**src/rtl/serial_sub_pkg.sv**
```systemverilog
// -----------------------------------------------------------------------------
// serial_sub_pkg
// Shared definitions for the bit-serial subtractor sequencer.
//   state_t : FSM state encoding (IDLE=0, RUN=1, DONE=2)
// -----------------------------------------------------------------------------
package serial_sub_pkg;

   typedef enum logic [1:0] {
      ST_IDLE = 2'd0,
      ST_RUN  = 2'd1,
      ST_DONE = 2'd2
   } state_t;

endpackage : serial_sub_pkg

```
**src/rtl/fs_cell.sv**
```systemverilog
// -----------------------------------------------------------------------------
// half_sub / fs_cell
// Combinational subtractor cells.
//   half_sub : i_x - i_y -> o_d (difference), o_b (borrow)
//   fs_cell  : a - b - bin -> d (difference), bout (borrow out)
//              built from two half_sub stages plus an OR on the borrows.
// -----------------------------------------------------------------------------
module half_sub (
   input  logic i_x,
   input  logic i_y,
   output logic o_d,
   output logic o_b
);
   assign o_d = i_x ^ i_y;
   assign o_b = ~i_x & i_y;
endmodule : half_sub

module fs_cell (
   input  logic a,
   input  logic b,
   input  logic bin,
   output logic d,
   output logic bout
);
   logic w_d1;
   logic w_b1;
   logic w_b2;

   half_sub u_hs0 (.i_x(a),    .i_y(b),   .o_d(w_d1), .o_b(w_b1));
   // Second stage subtracts the incoming borrow from the first-stage difference.
   half_sub u_hs1 (.i_x(w_d1), .i_y(bin), .o_d(d),    .o_b(w_b2));

   assign bout = w_b1 | w_b2;
endmodule : fs_cell

```
**src/rtl/serial_sub_ctrl.sv**
```systemverilog
// -----------------------------------------------------------------------------
// serial_sub_ctrl
// Bit-serial A-B sequencer: one fs_cell is reused WIDTH times, LSB first.
// Start/done handshake; result held until the next accepted start completes.
//
// Parameters
//   WIDTH : operand/result width, 1..64
// Ports
//   clk   : clock, rising edge
//   rst   : asynchronous active-high reset
//   start : request, accepted in IDLE or DONE
//   a, b  : minuend / subtrahend, captured when start is accepted
//   busy  : 1 while the bit loop runs
//   done  : one-cycle pulse, d/bout valid
//   d     : difference (held)
//   bout  : borrow out of the MSB, 1 => a < b unsigned (held)
// Build option
//   SERIAL_SUB_SAT_EN : when defined, d clamps to zero if the final borrow is 1.
// -----------------------------------------------------------------------------
module serial_sub_ctrl
   import serial_sub_pkg::*;
#(
   parameter int WIDTH = 16
) (
   input  logic             clk,
   input  logic             rst,
   input  logic             start,
   input  logic [WIDTH-1:0] a,
   input  logic [WIDTH-1:0] b,
   output logic             busy,
   output logic             done,
   output logic [WIDTH-1:0] d,
   output logic             bout
);

   localparam int             CW       = $clog2(WIDTH + 1);
   localparam logic [CW-1:0]  CNT_LAST = CW'(WIDTH - 1);
   localparam logic [CW-1:0]  CNT_ONE  = CW'(1);

   state_t           r_state;
   state_t           w_state_nxt;
   logic             w_load;
   logic             w_last;

   logic [CW-1:0]    r_cnt;
   logic [WIDTH-1:0] r_sa;
   logic [WIDTH-1:0] r_sb;
   logic [WIDTH-1:0] r_res;
   logic             r_borrow;

   logic             r_busy;
   logic             r_done;
   logic [WIDTH-1:0] r_d;
   logic             r_bout;

   logic             w_diff;
   logic             w_bnext;
   logic [WIDTH-1:0] w_diff_msb;
   logic [WIDTH-1:0] w_res_nxt;
   logic [WIDTH-1:0] w_d_final;

   // The single arithmetic cell, fed from the shift-register LSBs.
   fs_cell u_cell (
      .a    (r_sa[0]),
      .b    (r_sb[0]),
      .bin  (r_borrow),
      .d    (w_diff),
      .bout (w_bnext)
   );

   // Next-state decode and load strobe.
   always_comb begin
      w_state_nxt = r_state;
      w_load      = 1'b0;
      w_last      = (r_cnt == CNT_LAST);
      case (r_state)
         ST_IDLE: begin
            if (start) begin
               w_state_nxt = ST_RUN;
               w_load      = 1'b1;
            end else begin
               w_state_nxt = ST_IDLE;
            end
         end
         ST_RUN: begin
            if (w_last) begin
               w_state_nxt = ST_DONE;
            end else begin
               w_state_nxt = ST_RUN;
            end
         end
         ST_DONE: begin
            // Back-to-back accept: a new start loads operands exactly as from IDLE.
            if (start) begin
               w_state_nxt = ST_RUN;
               w_load      = 1'b1;
            end else begin
               w_state_nxt = ST_IDLE;
            end
         end
         default: begin
            w_state_nxt = ST_IDLE;
         end
      endcase
   end

   // Result shift: the new difference bit enters at the MSB so that after WIDTH
   // shifts the LSB-first bits land in their natural positions.
   always_comb begin
      w_diff_msb            = {WIDTH{1'b0}};
      w_diff_msb[WIDTH-1]   = w_diff;
      w_res_nxt             = (r_res >> 1) | w_diff_msb;
`ifdef SERIAL_SUB_SAT_EN
      if (w_bnext) begin
         w_d_final = {WIDTH{1'b0}};
      end else begin
         w_d_final = w_res_nxt;
      end
`else
      w_d_final = w_res_nxt;
`endif
   end

   // FSM state register.
   always_ff @(posedge clk or posedge rst) begin
      if (rst) begin
         r_state <= ST_IDLE;
      end else begin
         r_state <= w_state_nxt;
      end
   end

   // Datapath: operand/result shift registers, borrow flop and bit counter.
   always_ff @(posedge clk or posedge rst) begin
      if (rst) begin
         r_sa     <= {WIDTH{1'b0}};
         r_sb     <= {WIDTH{1'b0}};
         r_res    <= {WIDTH{1'b0}};
         r_borrow <= 1'b0;
         r_cnt    <= {CW{1'b0}};
      end else if (w_load) begin
         r_sa     <= a;
         r_sb     <= b;
         r_res    <= {WIDTH{1'b0}};
         r_borrow <= 1'b0;
         r_cnt    <= {CW{1'b0}};
      end else if (r_state == ST_RUN) begin
         r_sa     <= r_sa >> 1;
         r_sb     <= r_sb >> 1;
         r_res    <= w_res_nxt;
         r_borrow <= w_bnext;
         r_cnt    <= r_cnt + CNT_ONE;
      end
   end

   // Registered outputs; d/bout change only on the edge entering DONE.
   always_ff @(posedge clk or posedge rst) begin
      if (rst) begin
         r_busy <= 1'b0;
         r_done <= 1'b0;
         r_d    <= {WIDTH{1'b0}};
         r_bout <= 1'b0;
      end else begin
         r_busy <= (w_state_nxt == ST_RUN);
         r_done <= (w_state_nxt == ST_DONE);
         if ((r_state == ST_RUN) && w_last) begin
            r_d    <= w_d_final;
            r_bout <= w_bnext;
         end
      end
   end

   assign busy = r_busy;
   assign done = r_done;
   assign d    = r_d;
   assign bout = r_bout;

endmodule : serial_sub_ctrl

```
**config.mk**
```make
export PLATFORM = sky130hd
export DESIGN_NAME = serial_sub_ctrl
export DESIGN_NICKNAME = d
export VERILOG_FILES = /design/src/rtl/serial_sub_pkg.sv /design/src/rtl/fs_cell.sv /design/src/rtl/serial_sub_ctrl.sv
export SDC_FILE = /design/constraint.sdc
export NUM_CORES = 1
export LEC_CHECK = 0
export ABC_AREA = 1
export BUFFER_PORTS_ARGS = -buffer_cell sky130_fd_sc_hd__buf_2
export CORE_MARGIN = 2
export CORE_UTILIZATION = 35
export CTS_CLUSTER_SIZE = 16
export DETAILED_ROUTE_END_ITERATION = 16
export GPL_TIMING_DRIVEN = 0
export PLACE_DENSITY_LB_ADDON = 0.12
export SYNTH_ARGS = -nofsm -noshare
export SYNTH_HDL_FRONTEND = slang
export SYNTH_SLANG_ARGS = --single-unit
```
**constraint.sdc**
```tcl
create_clock -name clk -period 2.3 [get_ports clk]
set_input_delay 0.46 -clock clk [delete_from_list [all_inputs] [get_ports clk]]
set_output_delay 0.46 -clock clk [all_outputs]
set_load 0.1 [all_outputs]
```
Word-level counts from Yosys, hierarchy flattened
Cells that the tools add are included.
- mux-type cells: 15
- eq/ne operators: 5
- bitwise operators: 8
- reduce and logical (&&, ||, !) cells: 4
- add/sub/neg operators: 1
- operators with widths (kind ; number):
    2-to-1 mux 16 bit ; 6
    bitwise OR 15 x 16 -> 16 bit ; 1
    2-to-1 mux 5 bit ; 2
    adder 5 x 1 -> 5 bit (second input constant) ; 1
    equality test 5 x 4 -> 1 bit (second input constant) ; 1
    2-to-1 mux 1 bit ; 5
    equality test 2 x 1 -> 1 bit (second input constant) ; 2
    equality test 2 bit (second input constant) ; 2
    one-hot mux 2 bit (2 select lines) ; 1
    AND 1 bit ; 2
    logical NOT 2 bit ; 1
    2-to-1 mux 2 bit ; 1
    inverter 1 bit ; 2
    nonzero test 2 bit ; 1
    OR reduction 2 bit ; 1
    bitwise XOR 1 bit ; 2
    logical AND 1 bit ; 1
    bitwise OR 1 bit ; 1
- output and inout bits: 19
- logic and storage cells: 43
- register bits: 75
- input port bits: 35

Logic depth before layout (Yosys ltp)
- depth in word-level cells: 6
- mapped depth: 8
- gate-level depth less buffers: 7

Cells and area by module
Synthesis repeated with hierarchy kept, for this count alone.
- cell total of the unflattened synthesis: 389
- area, all modules: 3284.4 µm²
- modules (own cells, without submodules) (module ; cells an instance ; area an instance (µm²) ; seq. area each (µm²) ; instances):
    serial_sub_ctrl ; 380 ; 3233.1 ; 1851.8 ; 1
    half_sub ; 3 ; 20.0 ; 0.0 ; 2
    fs_cell ; 3 ; 11.3 ; 0.0 ; 1

Least setup slack after synthesis
OpenSTA, ideal clock, no wires.
- path kind: flip-flop to flip-flop
- from: register r_cnt[0]
- to: register r_d[0] (netlist: d[0])
- slack: 0.810 ns
- cell stages (with the launch flop): 8
- clock period less this slack: 1.490 ns
- setup time: 0.074 ns
- path buffers: 1
- required time: 2.226 ns
- data arrival time: 1.416 ns
- cells stage by stage: dfrtp_1 ha_1 and3_1 ha_1 nand2_4 buf_6 nand2_1 o21ai_2
- cells in the longest elaborated chain, start to end: 2
- RTL lines (item ; RTL line ; source):
    start, declared ; serial_sub_ctrl.sv:45 ; logic [CW-1:0] r_cnt;
    start signal, assigned ; serial_sub_ctrl.sv:140 ; r_cnt <= {CW{1'b0}};
    start signal, assigned ; serial_sub_ctrl.sv:146 ; r_cnt <= {CW{1'b0}};
    start signal, assigned ; serial_sub_ctrl.sv:152 ; r_cnt <= r_cnt + CNT_ONE;
    equality test 5 x 4 -> 1 bit ; serial_sub_ctrl.sv:75 ; w_last = (r_cnt == CNT_LAST);
    logical AND 1 bit ; serial_sub_ctrl.sv:166 ; if ((r_state == ST_RUN) && w_last) begin
    end signal, assigned ; serial_sub_ctrl.sv:161 ; r_d <= {WIDTH{1'b0}};
    end signal, assigned ; serial_sub_ctrl.sv:167 ; r_d <= w_d_final;
    end, declared ; serial_sub_ctrl.sv:53 ; logic [WIDTH-1:0] r_d;
Every way passes these cells.
A chain may end at the register's enable or synchronous reset.

Worst setup path in the final report
- from: register r_d[10] (netlist: d[10])
- to: output port d[10]
- RTL lines (item ; RTL line ; source):
    end, declared ; serial_sub_ctrl.sv:32 ; output logic [WIDTH-1:0] d,
No word-level cell between the ends.

==> run summary <==
Status -> finished clean
HP Class -> input pin to asynchronous set/reset pin
Post-CTS setup buffer count -> 0
DR vias/cell -> 4.34
CP bufs+invs -> 1
VDD IR max -> 453 uV
DRC -> 0
Final Hold Fails -> 0
CP Data Arrival Time -> 1120 ps
Share of the synthesized area in the top cell type -> 56.7%
# setup viols final -> 0
FF-to-FF path depth -> 7
R2r setup slk -> 730 ps
Clock Skew -> 13.3 ps
Fin Hold WS -> 46.5 ps
Clock Sinks -> 74
Post-synth top area cell -> dfrtp_1
RR Startpoint -> r_cnt[0]
Number of CTS-inserted buffers -> 9
CTS Hold Bufs -> 0
Initial Utilization -> 35.7%
Post-route clock period utilization -> 68.9%
Avg Cell Area, Syn -> 8.64 um2
Critical R2R Capture -> d[0]
Syn-to-layout area delta -> 21.4%
Commonest non-fill, non-tap cell in the layout -> nand2_1
Clock slew seen by the registers of the worst setup and hold paths -> 80 ps
Fill cell count -> 964
ANT cells -> 0
Crit Path Category -> flop to primary output
Placed inst area -> 3710 um2
Htree depth -> 3
Largest net degree at the start of global routing -> 35
Setup TNS -> 0 ps
# rows -> 35
TritonCTS clock tree -> done
Worst Tran Pin Value -> 497 ps
Cell total after placement -> 544
Die width -> 101 um
Die area -> 10,100 um2
Gpl congestion -> 0.724
Detail Route Antenna Nets -> 0
Total grt overflow -> 0
CP Cell Sequence -> buf_2
Antenna violations before repair -> 0
I/O Buffers -> 53
Worst Setup Start Kind -> flop
Final core utilization -> 43.3%
Fmax -> 631 MHz
Die height -> 101 um
Netlist cell types -> 21
Crit-path max FO -> 2
Register area share after synthesis -> 56.7%
Register bit total from synthesis -> 74
Vias in the first global route -> 2,452
CP max stage cell -> buf_2
Final worst setup slack -> 716 ps
Max_cap viols -> 0
DRC violation total after the first TritonRoute iteration -> 93
Layout cells sized above 1 -> 24.7%
Nets -> 482
Synth area leaders -> dfrtp_1 57%, nand2_1 21%, inv_1 6.2%
Relative slew slack -> 67.1%
PD cells -> 1540 nW/um2
Post-cts resize count -> 0
Power Total -> 6.10 mW
Top Ports -> 54
Worst setup EP type -> primary output
Core area -> 9150 um2
HPWL Detailed -> 4.39 mm
Pre-CTS WS -> 719 ps
Post-Layout Cell Count -> 560
CP max stage delay -> 430 ps
Synth Cell Area -> 3260 um2
Clock Tree Buf Depth -> 2
Most frequent cells in the layout -> 180 x nand2_1, 74 x dfrtp_1, 55 x buf_2
CTS root buf -> clkbuf_8
Clk Latency, worst-skew pair -> 330 ps
Vias -> 2,431
Design area -> 3960 um2
Final Critical Period -> 1580 ps
RSZ-0062 raised after global routing -> false
Syn Inst Count -> 378
Slew Viols, Final -> 0
Avg WL per Cell -> 11.3 um
GR Util All Layers -> 13.7%
Ys Warns -> 0
Drt total wl -> 6.31 mm
First-pass GRT wire length -> 11.0 mm
CP required -> 1840 ps
Mapped Nets -> 416
Leak pwr -> 2.19 nW
DRT Pass-1 Iters -> 4
Worst path top cell family by delay -> buffers and inverters
[state kept, by name, indices dropped and copies added (netlist names)]
register / cells
bout: 1
busy: 1
d: 16
done: 1
r_borrow: 1
r_cnt: 5
r_res: 15
r_sa: 16
r_sb: 16
r_state: 2
[cell usage after synthesis (all sizes together)]
master / instances
nand2: 184
dfrtp: 74
inv: 58
o21ai: 21
o22ai: 17
buf: 14
ha: 2
nor2: 2
a21oi: 1
and3: 1
clkbuf: 1
fa: 1
nand3: 1
xnor2: 1
[routing by layer]
layer / vias to the layer above / wire length, um / global-route usage, %
li1: 1262 / - / -
met1: 1113 / 3030 / 18.2
met2: 50 / 2950 / 22.3
met3: 6 / 242 / 2.84
met4: 0 / 82 / 5.06
met5: - / 0 / 0
[kinds of logic after synthesis]
group	count (synthesis)	synth area share [%]
AO/OA/AOI/OAI	39	8.59
flip-flops	74	56.7
buffers and inverters	73	10.7
AND/OR/NAND/NOR	188	22.3
XOR/XNOR	1	0.268
adder cells (fa/ha/maj)	3	1.38
[power by group]
part | switching, mW | internal [mW] | leakage (nW)
logic | 2.00 | 0.758 | 1.17
registers | 0.252 | 1.85 | 0.893
clock network | 0.465 | 0.777 | 0.129
total | 2.72 | 3.38 | 2.19
[final cells by class]
type                            instances  area, um2  area share, %
Multi-Input combinational cell        231       1060           26.8
Clock inverter                          5        100           2.53
Sequential cell                        74       1850           46.7
Tap cell                              111        139           3.50
Inverter                               58        226           5.71
Timing Repair Buffer                   55        305           7.70
Clock buffer                           11        151           3.82
Buffer                                 15        126           3.19
[worst max path at each step]
stage,startpoint,to,slack (ps),cells past startpoint
final,d[10],d[10],720,1
after global routing,r_cnt[0],d[0],630,7
after detailed placement,r_cnt[0],d[0],720,7
after CTS,d[10],d[10],690,1
after floorplan,r_cnt[0],d[0],810,7
after global placement,rst,r_sa[7],370,2
Note: power is estimated with default switching activity, not from simulation.
